===== config.mk =====
export PLATFORM = sky130hd
export DESIGN_NAME = incubator_zone_ctrl_flat
export DESIGN_NICKNAME = d
export VERILOG_FILES = /design/src/rtl/incubator_pkg.sv /design/src/rtl/incubator_zone_ctrl_if.sv /design/src/rtl/incubator_zone.sv /design/src/rtl/incubator_zone_ctrl.sv /design/src/flat_wrapper.sv
export SDC_FILE = /design/constraint.sdc
export NUM_CORES = 1
export LEC_CHECK = 0
export ABC_AREA = 1
export CORE_UTILIZATION = 47
export DETAILED_ROUTE_END_ITERATION = 7
export GPL_TIMING_DRIVEN = 0
export PLACE_DENSITY = 0.84
export SETUP_SLACK_MARGIN = 0.05
export SYNTH_ARGS = -nofsm -noshare
export SYNTH_HDL_FRONTEND = slang
export SYNTH_SLANG_ARGS = --single-unit
export TNS_END_PERCENT = 30

===== constraint.sdc =====
create_clock -name clk -period 1.7 [get_ports clk]
set_clock_uncertainty 0.15 [all_clocks]
set_input_delay 0.51 -clock clk [delete_from_list [all_inputs] [get_ports clk]]
set_output_delay 0.51 -clock clk [all_outputs]
set_load 0.005 [all_outputs]

===== src/rtl/incubator_pkg.sv =====
// rtl/incubator_pkg.sv - shared types, widths and helpers for the incubator zone controller
package incubator_pkg;

    typedef enum logic [1:0] {
        IDLE = 2'd0,
        HEAT = 2'd1,
        COOL = 2'd2
    } zone_state_e;

    localparam int RPS_W   = 4;
    localparam int RPS_MAX = 15;

    // Bits needed to hold a dwell count from 0 up to min_dwell.
    function automatic int dwell_w(input int min_dwell);
        return $clog2(min_dwell + 1);
    endfunction

endpackage


===== src/rtl/incubator_zone_ctrl_if.sv =====
// rtl/incubator_zone_ctrl_if.sv - sample/actuator bundle between sensor logic, controller and drivers
interface incubator_zone_ctrl_if
    import incubator_pkg::*;
#(
    parameter int N_ZONES = 2,
    parameter int TW      = 8
);
    logic [N_ZONES*TW-1:0]    t;
    logic [N_ZONES-1:0]       zone_en;
    logic                     alarm_clr;
    logic [N_ZONES-1:0]       heater;
    logic [N_ZONES-1:0]       cooler;
    logic [N_ZONES*RPS_W-1:0] rps;
    logic [N_ZONES-1:0]       alarm;

    modport master (
        output t, zone_en, alarm_clr,
        input  heater, cooler, rps, alarm
    );

    modport slave (
        input  t, zone_en, alarm_clr,
        output heater, cooler, rps, alarm
    );
endinterface


===== src/rtl/incubator_zone.sv =====
// rtl/incubator_zone.sv - one zone: hysteresis FSM, dwell timer, fan speed and optional alarm (INCUBATOR_ALARM_EN)
module incubator_zone
    import incubator_pkg::*;
#(
    parameter int TW           = 8,
    parameter int HEAT_ON      = 15,
    parameter int HEAT_OFF     = 25,
    parameter int COOL_ON      = 35,
    parameter int COOL_OFF     = 30,
    parameter int MIN_DWELL    = 4,
    parameter int RPS_SHIFT    = 2,
    parameter int ALARM_HI     = 50,
    parameter int ALARM_CYCLES = 3
) (
    input  logic                 clk,
    input  logic                 rst,
    input  logic signed [TW-1:0] t,
    input  logic                 en,
    input  logic                 alarm_clr,
    output logic                 heater,
    output logic                 cooler,
    output logic [RPS_W-1:0]     rps,
    output logic                 alarm
);
    localparam int DW = dwell_w(MIN_DWELL);
    localparam logic [DW-1:0] DWELL_LOAD = DW'(MIN_DWELL - 1);

    localparam logic signed [TW-1:0] HEAT_ON_T  = TW'(HEAT_ON);
    localparam logic signed [TW-1:0] HEAT_OFF_T = TW'(HEAT_OFF);
    localparam logic signed [TW-1:0] COOL_ON_T  = TW'(COOL_ON);
    localparam logic signed [TW-1:0] COOL_OFF_T = TW'(COOL_OFF);

    // Fan datapath runs one bit wider than the sample so t - COOL_ON cannot wrap.
    localparam logic signed [TW:0] COOL_ON_X = (TW+1)'(COOL_ON);
    localparam logic signed [TW:0] RPS_MAX_X = (TW+1)'(RPS_MAX);
    localparam logic signed [TW:0] ONE_X     = (TW+1)'(1);

    zone_state_e       state_q, state_d;
    logic [DW-1:0]     dwell_q, dwell_d;
    logic [RPS_W-1:0]  rps_q, rps_d;
    logic [RPS_W-1:0]  rps_cool;
    logic signed [TW:0] t_ext, over, fan_step, fan_sum;

    // Fan speed the zone would run at if it is in COOL after this edge.
    always_comb begin
        t_ext    = {t[TW-1], t};
        over     = t_ext - COOL_ON_X;
        if (over < 0) begin
            over = '0;
        end
        fan_step = over >>> RPS_SHIFT;
        fan_sum  = fan_step + ONE_X;
        if (fan_sum > RPS_MAX_X) begin
            rps_cool = RPS_W'(RPS_MAX);
        end else begin
            rps_cool = fan_sum[RPS_W-1:0];
        end
    end

    // Next state, dwell countdown and registered fan speed.
    always_comb begin
        state_d = state_q;
        dwell_d = (dwell_q != '0) ? dwell_q - 1'b1 : dwell_q;
        if (!en) begin
            state_d = IDLE;
            dwell_d = '0;
        end else begin
            case (state_q)
                IDLE: begin
                    if (t < HEAT_ON_T) begin
                        state_d = HEAT;
                        dwell_d = DWELL_LOAD;
                    end else if (t > COOL_ON_T) begin
                        state_d = COOL;
                        dwell_d = DWELL_LOAD;
                    end
                end
                HEAT: begin
                    if (t >= HEAT_OFF_T && dwell_q == '0) begin
                        state_d = IDLE;
                    end
                end
                COOL: begin
                    if (t <= COOL_OFF_T && dwell_q == '0) begin
                        state_d = IDLE;
                    end
                end
                default: begin
                    state_d = IDLE;
                    dwell_d = '0;
                end
            endcase
        end
        rps_d = (state_d == COOL) ? rps_cool : '0;
    end

    // Zone state, dwell timer and fan register.
    always_ff @(posedge clk or negedge rst) begin
        if (!rst) begin
            state_q <= IDLE;
            dwell_q <= '0;
            rps_q   <= '0;
        end else begin
            state_q <= state_d;
            dwell_q <= dwell_d;
            rps_q   <= rps_d;
        end
    end

    assign heater = (state_q == HEAT);
    assign cooler = (state_q == COOL);
    assign rps    = rps_q;

`ifdef INCUBATOR_ALARM_EN
    localparam int AW = $clog2(ALARM_CYCLES + 1);
    localparam logic [AW-1:0] RUN_MAX = AW'(ALARM_CYCLES);
    localparam logic signed [TW-1:0] ALARM_HI_T = TW'(ALARM_HI);

    logic [AW-1:0] run_q;
    logic [AW-1:0] run_inc;
    logic          alarm_q;

    // Saturating count of consecutive hot samples.
    always_comb begin
        run_inc = (run_q == RUN_MAX) ? RUN_MAX : run_q + 1'b1;
    end

    // Run counter and sticky alarm; clear dominates a same-edge raise.
    always_ff @(posedge clk or negedge rst) begin
        if (!rst) begin
            run_q   <= '0;
            alarm_q <= 1'b0;
        end else if (alarm_clr) begin
            run_q   <= '0;
            alarm_q <= 1'b0;
        end else if (t >= ALARM_HI_T) begin
            run_q <= run_inc;
            if (run_inc == RUN_MAX) begin
                alarm_q <= 1'b1;
            end
        end else begin
            run_q <= '0;
        end
    end

    assign alarm = alarm_q;
`else
    logic        unused_alarm_clr;
    logic [31:0] unused_alarm_cfg;

    assign unused_alarm_clr = alarm_clr;
    assign unused_alarm_cfg = ALARM_HI + ALARM_CYCLES;
    assign alarm            = 1'b0;
`endif

endmodule


===== src/rtl/incubator_zone_ctrl.sv =====
// rtl/incubator_zone_ctrl.sv - multi-zone incubator controller top; alarm logic under INCUBATOR_ALARM_EN
module incubator_zone_ctrl
    import incubator_pkg::*;
#(
    parameter int N_ZONES      = 2,
    parameter int TW           = 8,
    parameter int HEAT_ON      = 15,
    parameter int HEAT_OFF     = 25,
    parameter int COOL_ON      = 35,
    parameter int COOL_OFF     = 30,
    parameter int MIN_DWELL    = 4,
    parameter int RPS_SHIFT    = 2,
    parameter int ALARM_HI     = 50,
    parameter int ALARM_CYCLES = 3
) (
    input  logic                 clk,
    input  logic                 rst,
    incubator_zone_ctrl_if.slave bus
);

    for (genvar i = 0; i < N_ZONES; i++) begin : g_zone
        incubator_zone #(
            .TW           (TW),
            .HEAT_ON      (HEAT_ON),
            .HEAT_OFF     (HEAT_OFF),
            .COOL_ON      (COOL_ON),
            .COOL_OFF     (COOL_OFF),
            .MIN_DWELL    (MIN_DWELL),
            .RPS_SHIFT    (RPS_SHIFT),
            .ALARM_HI     (ALARM_HI),
            .ALARM_CYCLES (ALARM_CYCLES)
        ) u_zone (
            .clk       (clk),
            .rst       (rst),
            .t         (bus.t[i*TW +: TW]),
            .en        (bus.zone_en[i]),
            .alarm_clr (bus.alarm_clr),
            .heater    (bus.heater[i]),
            .cooler    (bus.cooler[i]),
            .rps       (bus.rps[i*RPS_W +: RPS_W]),
            .alarm     (bus.alarm[i])
        );
    end

endmodule


===== src/flat_wrapper.sv =====
// flat-port wrapper written by rule: the top's interface ports become plain ports
module incubator_zone_ctrl_flat import incubator_pkg::*;
#(
    parameter int N_ZONES      = 2,
    parameter int TW           = 8,
    parameter int HEAT_ON      = 15,
    parameter int HEAT_OFF     = 25,
    parameter int COOL_ON      = 35,
    parameter int COOL_OFF     = 30,
    parameter int MIN_DWELL    = 4,
    parameter int RPS_SHIFT    = 2,
    parameter int ALARM_HI     = 50,
    parameter int ALARM_CYCLES = 3
)
  (clk, rst, bus_t, bus_zone_en, bus_alarm_clr, bus_heater, bus_cooler, bus_rps, bus_alarm);
  incubator_zone_ctrl_if #(.N_ZONES(N_ZONES), .TW(TW)) bus_i ();
  input  logic clk;
  input  logic rst;
  input wire logic [$bits(bus_i.t)-1:0] bus_t;
  input wire logic [$bits(bus_i.zone_en)-1:0] bus_zone_en;
  input wire logic [$bits(bus_i.alarm_clr)-1:0] bus_alarm_clr;
  output wire logic [$bits(bus_i.heater)-1:0] bus_heater;
  output wire logic [$bits(bus_i.cooler)-1:0] bus_cooler;
  output wire logic [$bits(bus_i.rps)-1:0] bus_rps;
  output wire logic [$bits(bus_i.alarm)-1:0] bus_alarm;
  assign bus_i.t = bus_t;
  assign bus_i.zone_en = bus_zone_en;
  assign bus_i.alarm_clr = bus_alarm_clr;
  assign bus_heater = bus_i.heater;
  assign bus_cooler = bus_i.cooler;
  assign bus_rps = bus_i.rps;
  assign bus_alarm = bus_i.alarm;
  incubator_zone_ctrl #(.N_ZONES(N_ZONES), .TW(TW), .HEAT_ON(HEAT_ON), .HEAT_OFF(HEAT_OFF), .COOL_ON(COOL_ON), .COOL_OFF(COOL_OFF), .MIN_DWELL(MIN_DWELL), .RPS_SHIFT(RPS_SHIFT), .ALARM_HI(ALARM_HI), .ALARM_CYCLES(ALARM_CYCLES)) u_core (.clk(clk), .rst(rst), .bus(bus_i));
endmodule

# Yosys cells after proc, flatten, opt, wreduce, memory -nomap -nowiden
# Index checks and enable logic that the tools add are counted.
# word_totals
register_bits	18
inputBits	21
# classes
n_addsub	6
n_lt_le_gt_ge	12
n_eq_ne	6
muxes	28
reduce_logical	12
# op_table
op	n
3-bit two-way mux	8
2-bit two-way mux	10
9-bit by 1-bit less-than comparator with 1-bit output (second input constant)	2
9-bit two-way mux	2
8-bit by 7-bit subtractor with 9-bit output (second input constant)	2
7-bit by 2-bit adder with 8-bit output (second input constant)	2
8-bit by 6-bit greater-or-equal comparator with 1-bit output (second input constant)	2
8-bit by 5-bit greater-than comparator with 1-bit output (second input constant)	2
8-bit by 7-bit greater-than comparator with 1-bit output (second input constant)	2
8-bit by 6-bit <= comparator with 1-bit output (second input constant)	2
8-bit by 5-bit less-than comparator with 1-bit output (second input constant)	2
4-bit two-way mux	4
2-bit one-hot mux with 3 select lines	2
3-bit one-hot mux with 2 select lines	2
2-bit equality test (second input constant)	4
3-bit zero test	2
3-bit nonzero test	2
3-bit by 1-bit subtractor with 3-bit output (second input constant)	2
2-bit by 1-bit equality test with 1-bit output (second input constant)	2
1-bit logical AND	4
2-bit zero test	2
2-bit OR reduction	2

# Longest topological paths before layout
# depth
ltp_word	7
mapped_depth	13

# Cells and area by module
# From an unflattened synthesis, not the netlist that was laid out.
# hier_totals
hier_cells	264
hier_area_um2	1764.2
# by_module_without_submodules
mod	n_inst	cells_each	area_per_inst_um2	seq_area_each_um2
incubator_zone	2	132	882.1	225.2

# Least setup slack after synthesis
# No wires, ideal clock.
# synth_timing
path_type	input -> register
startpoint	input port bus_t[0]
endpoint	register u_core.g_zone[0].u_zone.rps_q[2]
setup_ps	71
arrival_time_ps	1770
required_time_ps	1479
slack_ps	-292
stages	11
path_cell_list	nand2_1 -> nand3_1 -> nand2_1 -> a21oi_4 -> inv_1 -> a21oi_1 -> ha_1 -> nand4_1 -> nand2_1 -> nor2_1 -> nor2_1
# synth_between
elab_chain_cells	7
elab_cells_between_ends	20
cone_classes	add/sub: 2; order compare: 6; eq/ne: 1; mux: 9; reduce/logical: 2
# synth_lines
item	line	source
start: declaration	flat_wrapper.sv:19	input wire logic [$bits(bus_i.t)-1:0] bus_t;
8-bit by 7-bit subtractor with 9-bit output, or another cell as far along	incubator_zone.sv:47	over = t_ext - COOL_ON_X;
9-bit by 1-bit less-than comparator with 1-bit output, or another cell as far along	incubator_zone.sv:48	if (over < 0) begin
9-bit two-way mux, or another cell as far along	incubator_zone.sv:48	
7-bit by 2-bit adder with 8-bit output / 2-bit one-hot mux with 3 select lines (equally long branches)	incubator_zone.sv:52, incubator_zone.sv:68	
8-bit by 5-bit greater-than comparator with 1-bit output / 2-bit two-way mux (equally long branches)	incubator_zone.sv:53, incubator_zone.sv:64	
4-bit two-way mux / 2-bit equality test (equally long branches)	incubator_zone.sv:53, incubator_zone.sv:94	
4-bit two-way mux (*)	incubator_zone.sv:94	rps_d = (state_d == COOL) ? rps_cool : '0;
via u_core.g_zone[0].u_zone.rps_d[2]	incubator_zone.sv:40	logic [RPS_W-1:0] rps_q, rps_d;
end signal: assignment	incubator_zone.sv:106	rps_q <= rps_d;
end: declaration	incubator_zone.sv:40	
# The timed path passes the listed nets; every way through them passes the cells marked *.

# Worst setup path in the final report
# layout_timing
startpoint	register u_core.g_zone[1].u_zone.state_q[0]
endpoint	output port bus_heater[1]
# layout_between
elab_chain_cells	1
# layout_lines
item	line	source
start: declaration	incubator_zone.sv:38	zone_state_e state_q, state_d;
start signal: assignment	incubator_zone.sv:104	state_q <= state_d;
2-bit by 1-bit equality test with 1-bit output	incubator_zone.sv:110	assign heater = (state_q == HEAT);
end: declaration	flat_wrapper.sv:22	output wire logic [$bits(bus_i.heater)-1:0] bus_heater;
# Every way passes these cells.

==> summary.md <==
| Metric | Value |
|---|---|
| Iter 0 DRT Violations | `around 180` |
| Critical path endpoint category | `output pin` |
| Reg clk slew, reported paths | `roughly 70 ps` |
| Fin crit period | `1926 ps` |
| Post-synthesis register bit count | `18` |
| Kind of critical path | `reg -> out` |
| Row count | `21` |
| Register area share after synthesis | `25.66%` |
| Initial cell density of the core | `50.61%` |
| Final WL | `about 6300 um` |
| CP Launch Type | `flop` |
| Routability cong. | `0.8697` |
| Number of vias per cell | `roughly 5.4` |
| Number of port buffers | `31` |
| Relative slew slack | `between 40% and 50%` |
| Mapped Area | `1755 um^2` |
| Average size of a mapped cell | `roughly 6.2 um^2` |
| Vias in the first global route | `around 2.2k` |
| RSZ-0062 raised after global routing | `yes` |
| Final setup TNS | `-1431 ps` |
| Ant diodes | `0` |
| Hold EP | `u_core.g_zone[1].u_zone.dwell_q[2]$_DFF_PN0_` |
| Global routing usage on met2 | `57.66%` |
| RR Startpoint | `u_core.g_zone[1].u_zone.state_q[0]$_DFF_PN0_` |
| WHS | `about 470 ps` |
| Via count of the routed design | `2194` |
| Clock Path Buffers | `2` |
| Die area | `around 4000 um^2` |
| WP buf/inv | `4` |
| R2r setup slk | `-190 ps` |
| Top delay family on crit path | `buffers and inverters` |
| Count of different cell masters after synthesis | `26` |
| Finish-stage setup viols | `15` |
| Final Cycle Share | `113.3%` |
| Crit-path cells | `buf_6 > buf_6 > ha_4 > buf_6 > buf_6` |
| Routed WL per cell | `roughly 15 um` |
| Area growth, synth to finish | `61.01%` |
| Clk sink count | `18` |
| LEAKAGE | `about 1.5 nW` |
| GRT met1 Usage | `between 30 and 40%` |
| Initial antenna violation count | `0` |
| GRT Residual Overflow | `0` |
| Crit path DAT | `1270 ps` |
| Final Hold Vio Count | `0` |
| Post-Synthesis Cells | `about 290` |
| CP peak stage delay | `roughly 420 ps` |
| CTS Root Cell | `clkbuf_8` |
| Failing checks | `negative setup slack` |
| Critical path required time | `1040 ps` |
| IO Pins | `35` |
| First-pass DRT Iterations | `4` |
| Number of routed nets with antenna violations | `0` |
| Peak VDD IR | `around 360 uV` |
| Total Routing Usage GR | `between 30% and 40%` |
| CTS Buf Count | `3` |
| Final WS setup | `-225.9 ps` |
| Hold WC Path Type | `reg -> reg` |
| Nets | `roughly 400` |
| Die X | `approximately 63 um` |
| DP Wirelength | `~3000 um` |
| Global-route met3 utilization | `4.891%` |
| Worst path most repeated cell | `buf_6` |
| Largest net degree at the start of global routing | `19` |
| CTS tree | `yes` |
| Layout cells sized above 1 | `a little over two fifths` |
| Top Usage Layer GRT | `met2` |
| Synth warn | `0` |
| Most common cell after layout, fill and taps aside | `nand2_1` |
| Max-slew violations | `0` |
| DRC violations left | `0` |
| Max-Cap Viols | `0` |
| Clk_lat worst skew | `around 250 ps` |
| First-pass GRT wire length | `just under 10000 um` |
| Die height | `about 63 um` |
| Status | `finished with violations` |
| Worst reg2reg path depth | `10` |
| Worst Tran Pin Value | `about 840 ps` |
| F_max | `approximately 0.52 GHz` |
| Critical R2R Capture | `u_core.g_zone[1].u_zone.rps[3]$_DFF_PN0_` |
| Hold depth | `2` |
| Crit-path max FO | `2` |
| Core Area | `3468 um^2` |
| H-tree Lvls | `1` |
| Slowest CP cell | `dfrtp_1` |
| HP Start | `u_core.g_zone[1].u_zone.dwell_q[2]$_DFF_PN0_` |
| Leading cell types in the layout, fill and taps excluded | `nand2_1 (67), nor2_1 (39), buf_4 (39)` |
| P per Cell Area | `620.3 nW/um^2` |
cell type report:
type / instances / area, um^2
Clock buffer: 4 / 55.05
Sequential cell: 18 / 451.7
Multi-Input combinational cell: 210 / 1376
Tap cell: 46 / 57.56
Fill cell: 202 / 641.9
Buffer: 3 / 26.28
Timing Repair Buffer: 77 / 649.4
Inverter: 52 / 210.2
how the worst max path moves through the flow:
stage	start	to	slack (ps)	depth (start not counted)
floorplan	bus_t[0]	u_core.g_zone[0].u_zone.rps[2]$_DFF_PN0_	-130	12
detailed placement	bus_t[0]	u_core.g_zone[0].u_zone.rps[2]$_DFF_PN0_	-990	12
finish	u_core.g_zone[1].u_zone.state_q[0]$_DFF_PN0_	bus_heater[1]	-230	5
global placement	bus_t[0]	u_core.g_zone[0].u_zone.rps[2]$_DFF_PN0_	-920	12
global route	u_core.g_zone[1].u_zone.state_q[0]$_DFF_PN0_	bus_heater[1]	-260	5
CTS	u_core.g_zone[1].u_zone.state_q[0]$_DFF_PN0_	bus_heater[1]	-170	5
cells in the mapped netlist:
cell / number / area share (%)
nand2_1: 79 / 17
ha_1: 16 / 11
inv_1: 44 / 9.4
a21oi_2: 1 / 0.50
o21ai_0: 1 / 0.28
nor2_1: 57 / 12
nand4_1: 8 / 2.9
conb_1: 1 / 0.21
nor3_1: 1 / 0.28
nor2_2: 2 / 0.71
nand3_1: 13 / 3.7
dfrtp_1: 18 / 26
nand3_2: 1 / 0.57
o21bai_1: 1 / 0.43
or2_2: 2 / 0.71
buf_4: 6 / 2.6
xnor2_1: 2 / 1.0
and2_1: 1 / 0.36
nor4_1: 2 / 0.71
nand2_4: 1 / 0.64
nand2_2: 2 / 0.71
a21oi_1: 13 / 3.7
a31oi_1: 1 / 0.36
a21oi_4: 1 / 0.93
inv_2: 8 / 1.7
xor2_1: 3 / 1.5
stage by stage:
step / cells / util [%] / setup WS, ps / area (um^2) / total power [mW]
after floorplan: 286 / - / -125.1 / 1809 / 0.8538
after global placement: 363 / 62.77 / -923.7 / 2177 / 1.003
after detailed placement: 363 / 62.77 / -987.6 / 2177 / 1.025
after CTS: 406 / 79.76 / -172.0 / 2766 / 1.623
after global routing: 410 / 81.49 / -255.6 / 2826 / 1.849
final: 410 / 81.49 / -225.9 / 2826 / 1.753
worst min-delay path: cells and delay by family, from the launching register on:
| family | cells | cell delay (ps) |
|---|---|---|
| xor gates and xnor gates | 1 | 140 |
| DFF | 1 | 400 |
| and+or+nand+nor | 1 | 50 |
cells by family after synthesis:
kind of cell	after synthesis	synth area share, %
compound gates	18	6.201
xor+xnor	5	2.495
fa+ha+maj	16	11.40
buf+inv	58	13.68
flops	18	25.66
other cells	1	0.2136
simple gates	169	40.34
layer usage:
layer | wire (um) | vias to the layer above
met5 | 0 | -
met4 | 291 | 0
met3 | 403 | 42
met2 | 3235 | 115
met1 | 2390 | 1013
li1 | - | 1024
flip-flops by register name, indices dropped and copies added (netlist names):
register / cells
u_core.g_zone.u_zone.dwell_q: 6
u_core.g_zone.u_zone.state_q: 4
u_core.g_zone.u_zone.rps: 8
power by group:
part	switching [mW]	total, mW	internal [mW]
sequential	0.0279	0.490	0.462
clock	0.139	0.344	0.206
combinational	0.499	0.919	0.420
total	0.666	1.75	1.09
what timing repair did:
action	CTS	global route
hold buffers	0	0
buffers inserted	42	5
pin swaps	42	12
endpoints found under the setup margin	30	22
gates resized for setup	184	13
(Power assumes the default switching activity.)
